==> src/rtl/iram_loader_if.sv <==
// SPI host pins and instruction-RAM write port of the boot loader.
// The loader takes the master modport; the host/system side takes slave.
interface iram_loader_if #(
    parameter int ADDR_W = 13
) ();
    logic              nCS;
    logic              SCK;
    logic              MOSI;
    logic              cpu_hold;
    logic              iram_we;
    logic [ADDR_W-1:0] iram_waddr;
    logic [15:0]       iram_wdata;
    logic              busy;

    modport master (
        input  nCS, SCK, MOSI,
        output cpu_hold, iram_we, iram_waddr, iram_wdata, busy
    );

    modport slave (
        output nCS, SCK, MOSI,
        input  cpu_hold, iram_we, iram_waddr, iram_wdata, busy
    );
endinterface

==> src/rtl/iram_loader.sv <==
// SPI mode-0 slave that loads 16-bit words into instruction RAM and
// holds/releases the CPU via LOAD/RUN/HALT/NOP command words.
module iram_loader #(
    parameter int ADDR_W        = 13,
    parameter bit HOLD_ON_RESET = 1'b1
) (
    input logic            clk,
    input logic            reset,
    iram_loader_if.master  bus
);
    localparam logic [1:0] IDLE   = 2'd0;
    localparam logic [1:0] CMD    = 2'd1;
    localparam logic [1:0] DATA   = 2'd2;
    localparam logic [1:0] IGNORE = 2'd3;

    // [1:0] is the synchronizer, [2] the previous synchronized value
    logic [2:0]        ncs_q, ncs_d;
    logic [2:0]        sck_q, sck_d;
    logic [1:0]        mosi_q, mosi_d;
    logic [1:0]        state_q, state_d;
    logic [3:0]        cnt_q, cnt_d;
    logic [15:0]       shift_q, shift_d;
    logic [ADDR_W-1:0] addr_q, addr_d;
    logic              hold_q, hold_d;
    logic              we_q, we_d;
    logic [ADDR_W-1:0] waddr_q, waddr_d;
    logic [15:0]       wdata_q, wdata_d;
    logic              busy_q, busy_d;

    logic        ncs_fall, ncs_rise, sck_rise;
    logic [15:0] word;

    assign ncs_d  = {ncs_q[1:0], bus.nCS};
    assign sck_d  = {sck_q[1:0], bus.SCK};
    assign mosi_d = {mosi_q[0], bus.MOSI};

    assign ncs_fall = ncs_q[2] & ~ncs_q[1];
    assign ncs_rise = ~ncs_q[2] & ncs_q[1];
    assign sck_rise = ~sck_q[2] & sck_q[1];
    assign word     = {shift_q[14:0], mosi_q[1]};

    always_comb begin
        state_d = state_q;
        cnt_d   = cnt_q;
        shift_d = shift_q;
        addr_d  = addr_q;
        hold_d  = hold_q;
        we_d    = 1'b0;
        waddr_d = waddr_q;
        wdata_d = wdata_q;
        busy_d  = busy_q;
        // frame end wins over a word completing in the same cycle
        if (ncs_rise) begin
            state_d = IDLE;
            busy_d  = 1'b0;
        end else if (state_q == IDLE) begin
            if (ncs_fall) begin
                state_d = CMD;
                cnt_d   = 4'd0;
                shift_d = 16'h0000;
                busy_d  = 1'b1;
            end
        end else if (sck_rise) begin
            shift_d = word;
            cnt_d   = cnt_q + 4'd1;
            if (cnt_q == 4'hf) begin
                unique case (state_q)
                    CMD: begin
                        unique case (word[15:14])
                            2'b00: state_d = IGNORE;
                            2'b01: begin
                                state_d = DATA;
                                addr_d  = word[ADDR_W-1:0];
                                hold_d  = 1'b1;
                            end
                            2'b10: begin
                                state_d = IGNORE;
                                hold_d  = 1'b0;
                            end
                            default: begin
                                state_d = IGNORE;
                                hold_d  = 1'b1;
                            end
                        endcase
                    end
                    DATA: begin
                        if (hold_q) begin
                            we_d    = 1'b1;
                            waddr_d = addr_q;
                            wdata_d = word;
                            addr_d  = addr_q + 1'b1;
                        end
                    end
                    default: ;
                endcase
            end
        end
    end

    always_ff @(posedge clk or negedge reset) begin
        if (!reset) begin
            ncs_q   <= '0;
            sck_q   <= '0;
            mosi_q  <= '0;
            state_q <= IDLE;
            cnt_q   <= '0;
            shift_q <= '0;
            addr_q  <= '0;
            hold_q  <= HOLD_ON_RESET;
            we_q    <= 1'b0;
            waddr_q <= '0;
            wdata_q <= '0;
            busy_q  <= 1'b0;
        end else begin
            ncs_q   <= ncs_d;
            sck_q   <= sck_d;
            mosi_q  <= mosi_d;
            state_q <= state_d;
            cnt_q   <= cnt_d;
            shift_q <= shift_d;
            addr_q  <= addr_d;
            hold_q  <= hold_d;
            we_q    <= we_d;
            waddr_q <= waddr_d;
            wdata_q <= wdata_d;
            busy_q  <= busy_d;
        end
    end

    assign bus.cpu_hold   = hold_q;
    assign bus.iram_we    = we_q;
    assign bus.iram_waddr = waddr_q;
    assign bus.iram_wdata = wdata_q;
    assign bus.busy       = busy_q;
endmodule

==> src/flat_wrapper.sv <==
// flat-port wrapper written by rule: the top's interface ports become plain ports
module iram_loader_flat 
#(
    parameter int ADDR_W        = 13,
    parameter bit HOLD_ON_RESET = 1'b1
)
  (clk, reset, bus_nCS, bus_SCK, bus_MOSI, bus_cpu_hold, bus_iram_we, bus_iram_waddr, bus_iram_wdata, bus_busy);
  iram_loader_if #(.ADDR_W(ADDR_W)) bus_i ();
  input logic clk;
  input logic reset;
  input wire logic [$bits(bus_i.nCS)-1:0] bus_nCS;
  input wire logic [$bits(bus_i.SCK)-1:0] bus_SCK;
  input wire logic [$bits(bus_i.MOSI)-1:0] bus_MOSI;
  output wire logic [$bits(bus_i.cpu_hold)-1:0] bus_cpu_hold;
  output wire logic [$bits(bus_i.iram_we)-1:0] bus_iram_we;
  output wire logic [$bits(bus_i.iram_waddr)-1:0] bus_iram_waddr;
  output wire logic [$bits(bus_i.iram_wdata)-1:0] bus_iram_wdata;
  output wire logic [$bits(bus_i.busy)-1:0] bus_busy;
  assign bus_i.nCS = bus_nCS;
  assign bus_i.SCK = bus_SCK;
  assign bus_i.MOSI = bus_MOSI;
  assign bus_cpu_hold = bus_i.cpu_hold;
  assign bus_iram_we = bus_i.iram_we;
  assign bus_iram_waddr = bus_i.iram_waddr;
  assign bus_iram_wdata = bus_i.iram_wdata;
  assign bus_busy = bus_i.busy;
  iram_loader #(.ADDR_W(ADDR_W), .HOLD_ON_RESET(HOLD_ON_RESET)) u_core (.clk(clk), .reset(reset), .bus(bus_i));
endmodule
==> config.mk <==
export PLATFORM = sky130hd
export DESIGN_NAME = iram_loader_flat
export DESIGN_NICKNAME = d
export VERILOG_FILES = /design/src/rtl/iram_loader_if.sv /design/src/rtl/iram_loader.sv /design/src/flat_wrapper.sv
export SDC_FILE = /design/constraint.sdc
export NUM_CORES = 1
export LEC_CHECK = 0
export ABC_CLOCK_PERIOD_IN_PS = 2100
export CORE_UTILIZATION = 55
export CTS_CLUSTER_DIAMETER = 120
export CTS_CLUSTER_SIZE = 28
export DETAILED_ROUTE_END_ITERATION = 8
export PLACE_DENSITY = 0.78
export REMOVE_ABC_BUFFERS = 1
export SETUP_SLACK_MARGIN = 0.4
export SLEW_MARGIN = 20
export SYNTH_ARGS = -nofsm -noshare
export SYNTH_HDL_FRONTEND = slang
export SYNTH_SLANG_ARGS = --single-unit
export TNS_END_PERCENT = 100
==> constraint.sdc <==
create_clock -name clk -period 2.1 [get_ports clk]
set_input_delay 0.315 -clock clk [delete_from_list [all_inputs] [get_ports clk]]
set_output_delay 0.315 -clock clk [all_outputs]
set_load 0.05 [all_outputs]
==> results.yml <==
sta:
  fmax_mhz: 576.9
  finalMaxSlewViolations: 0
  fin_crit_ns: 1.733
  skew_ns: 0.009787
  worst_pin_slew_ns: 0.4916
  final.setup.worst_slack_ns: 0.3667
  min_period_over_period_pct: 82.54
  setup_viol: 0
  grt_setup_unrepaired: "true"
  hold_viol_final: 0
  relSlewSlack_pct: 67.35
routing:
  drtIter0Drc: 194
  drt-total-wl_mm: 6.918
  post-route-drc-count: 0
  vias: 2457
  firstDrtPassIters: 4
  viasPerCell: 5.741
  ant_nets: 0
  routedWlPerCell_um: 16.16
yosys:
  netlist_instances: 294
  synth_edf_count: 0
  synthDistinctLibCells: 41
  synth-adder-area-share_pct: 3.467
  synth_top_family_by_area: "simple AND/OR/NAND/NOR gates"
  synth-xor-area-share_pct: 0
  synth-compound-area-share_pct: 11.79
  yosysWarnings: 0
  yosysSeqAreaShare_pct: 57.05
  synthSimpleGateAreaFrac_pct: 14.64
  muxShareOfSynthArea_pct: 9.977
  avgSynthCellArea_um2: 11.05
  netlist_area_mm2: 0.003248
  ys_seq_elements: 74
  ys.flop_type: "dfrtp_1"
  synthArstFlopShare_pct: 100.0
critical_path:
  worstPathRequired_ns: 2.33
  path_max_fanout: 13
  reg2reg_setup_slack_ns: 0.37
  critPathCaptureType: "flop"
  cp.arrival_ns: 1.97
  critPathLaunchType: "flop"
  critical_path_class: "reg2reg"
flow_run:
  cap_violations: 0
clock_tree:
  clockBufferDepth: 2
  htreeDepth: 3
  clkTransAtPathRegs_ns: 0.08
  clk_latency_ns: 0.35
  cts_tree: "done"
  cts_buffers: 9
  cts_sinks: 74
  cts-root-buf: "clkbuf_8"
floorplan:
  initial_core_util_pct: 57.92
  rows: 27
  top_level_ports: 37
  core_mm2: 0.005608
  die_area_mm2: 0.006217
  die_h_um: 78.85
  die_x_um: 78.85
power:
  powerDensity_mw_per_mm2: 984.1
  p_leak_nw: 2.022
  ir_worst_vdd_mv: 0.7603
  power_mw: 4.077
layout:
  layout_common_cells: "dfrtp_1, nand2_1, dlygate4sd2_1"
  multi_input_area_mm2: 0.001398
  layout-drive-gt1-share_pct: 24.72
  finalNonFillerCells: 428
  seqCellArea_mm2: 0.001853
  n_fill_cell: 422
  final_nets: 365
  final_common_cell: "dfrtp_1"
  postLayoutCoreUtil_pct: 73.87
  syn2layout_area_growth_pct: 27.54
  n_antenna_cell: 0
  fin_area_mm2: 0.004143
grt:
  track_usage_pct: 23.87
  grt_pass1_wl_mm: 10.98
  grt_pass1_vias: 2240
  grt_overflow_total: 0
  antenna_found_initial: 0
  grt_max_degree: 75
placement:
  placed_cells: 398
  placed_area_mm2: 0.003722
  io_buffers: 36
  hpwlAfterDp_mm: 4.099
  gp_congestion: 0.8174
  dp_slack_ns: 0.2625
outcome:
  status: "complete, no violations"
hold_path:
  worstHoldPathType: "reg2reg"
-- metal layers --
layer | wire length [µm] | up-vias | global-route usage (%) | part of all wire, %
met5 | 0 | - | 0 | 0
met4 | 142 | 0 | 12.91 | 2.1
met3 | 335 | 15 | 4.483 | 4.8
met2 | 3521 | 82 | 38.00 | 51
met1 | 2919 | 1214 | 31.04 | 42
li1 | - | 1146 | - | -
-- cell type report --
class	instances	share of cell area, %
clock inverter	7	2.265
sequential	74	44.73
inverter	9	0.8155
clock buffer	9	2.990
tap	72	2.175
timing repair buffer	61	13.29
multi-input combinational	196	33.74
-- what timing repair did --
action	4_1_cts	5_1_grt
hold endpoints to repair	43	0
gates cloned	2	1
buffers inserted	1	9
pin swaps	1	6
hold buffers	1	0
endpoints found under the setup margin	76	57
gates resized for setup	47	23
-- worst max-delay path, stage by stage, from the launching register on --
cell and delay (ns):
dfrtp_1 0.39, ha_4 0.17, nand3_4 0.08, nor3_4 0.26, buf_6 0.14, nand3_4 0.12
buf_12 0.18, mux2_2 0.26
-- synthesized netlist by cell type (2+ instances only) --
master / instances / area share (%)
a21oi_1: 16 / 2.5
dfrtp_1: 73 / 56
nand4_1: 2 / 0.39
a2bb2oi_1: 4 / 1.1
nor2_1: 5 / 0.58
a21o_1: 2 / 0.46
buf_2: 5 / 0.77
mux2_2: 27 / 9.4
nand3_1: 15 / 2.3
ha_1: 9 / 3.5
and3_1: 4 / 0.77
nor3_1: 3 / 0.46
clkbuf_1: 8 / 0.92
mux2i_1: 2 / 0.62
o21ai_0: 29 / 4.5
nand2_1: 35 / 4.0
nor2b_1: 2 / 0.39
o22ai_1: 5 / 0.96
inv_1: 8 / 0.92
nand2b_1: 19 / 3.7
-- sequential cells by signal (all words and copies together) (netlist names), 2 cells and up --
name and flops:
u_core.shift_q 15, u_core.state_q 2, u_core.bus.iram_waddr 13, u_core.cnt_q 4, u_core.addr_q 13, u_core.mosi_q 2, u_core.sck_q 3, u_core.ncs_q 3
u_core.bus.iram_wdata 16
-- per-stage QoR --
step / hold slack (ns) / setup TNS (ns)
global placement: 0.3324 / 0
global route: 0.3577 / 0
floorplan: 0.01941 / -7.682
detailed placement: 0.3365 / 0
finish: 0.3505 / 0
CTS: 0.3583 / 0
-- power by group --
part           leakage, nW  internal, mW  switching, mW
clock                0.105         0.666          0.541
sequential           0.990          1.62          0.250
combinational        0.927         0.438          0.562
total                 2.02          2.72           1.35
-- worst paths after layout --
kind / start / to / cells past startpoint
setup / recovery: u_core.cnt_q[1]$_DFFE_PN0P_ / u_core.bus.iram_waddr[2]$_DFFE_PN0P_ / 7
setup reg to reg: u_core.cnt_q[1]$_DFFE_PN0P_ / u_core.bus.iram_waddr[2]$_DFFE_PN0P_ / 7
max in group asynchronous: reset / u_core.bus.cpu_hold$_DFFE_PN1P_ / 3
hold reg to reg: u_core.mosi_q[0]$_DFF_PN0_ / u_core.mosi_q[1]$_DFF_PN0_ / 0
hold / removal: u_core.mosi_q[0]$_DFF_PN0_ / u_core.mosi_q[1]$_DFF_PN0_ / 0
min in group asynchronous: reset / u_core.bus.iram_waddr[10]$_DFFE_PN0P_ / 3
-- kinds of logic after synthesis --
group,Yosys count
AO/OA/AOI/OAI,65
AND/OR/NAND/NOR,93
adder cells (fa/ha/maj),9
buffers and inverters,24
multiplexers,29
flip-flops,74
Note: power is estimated with default switching activity, not from simulation.
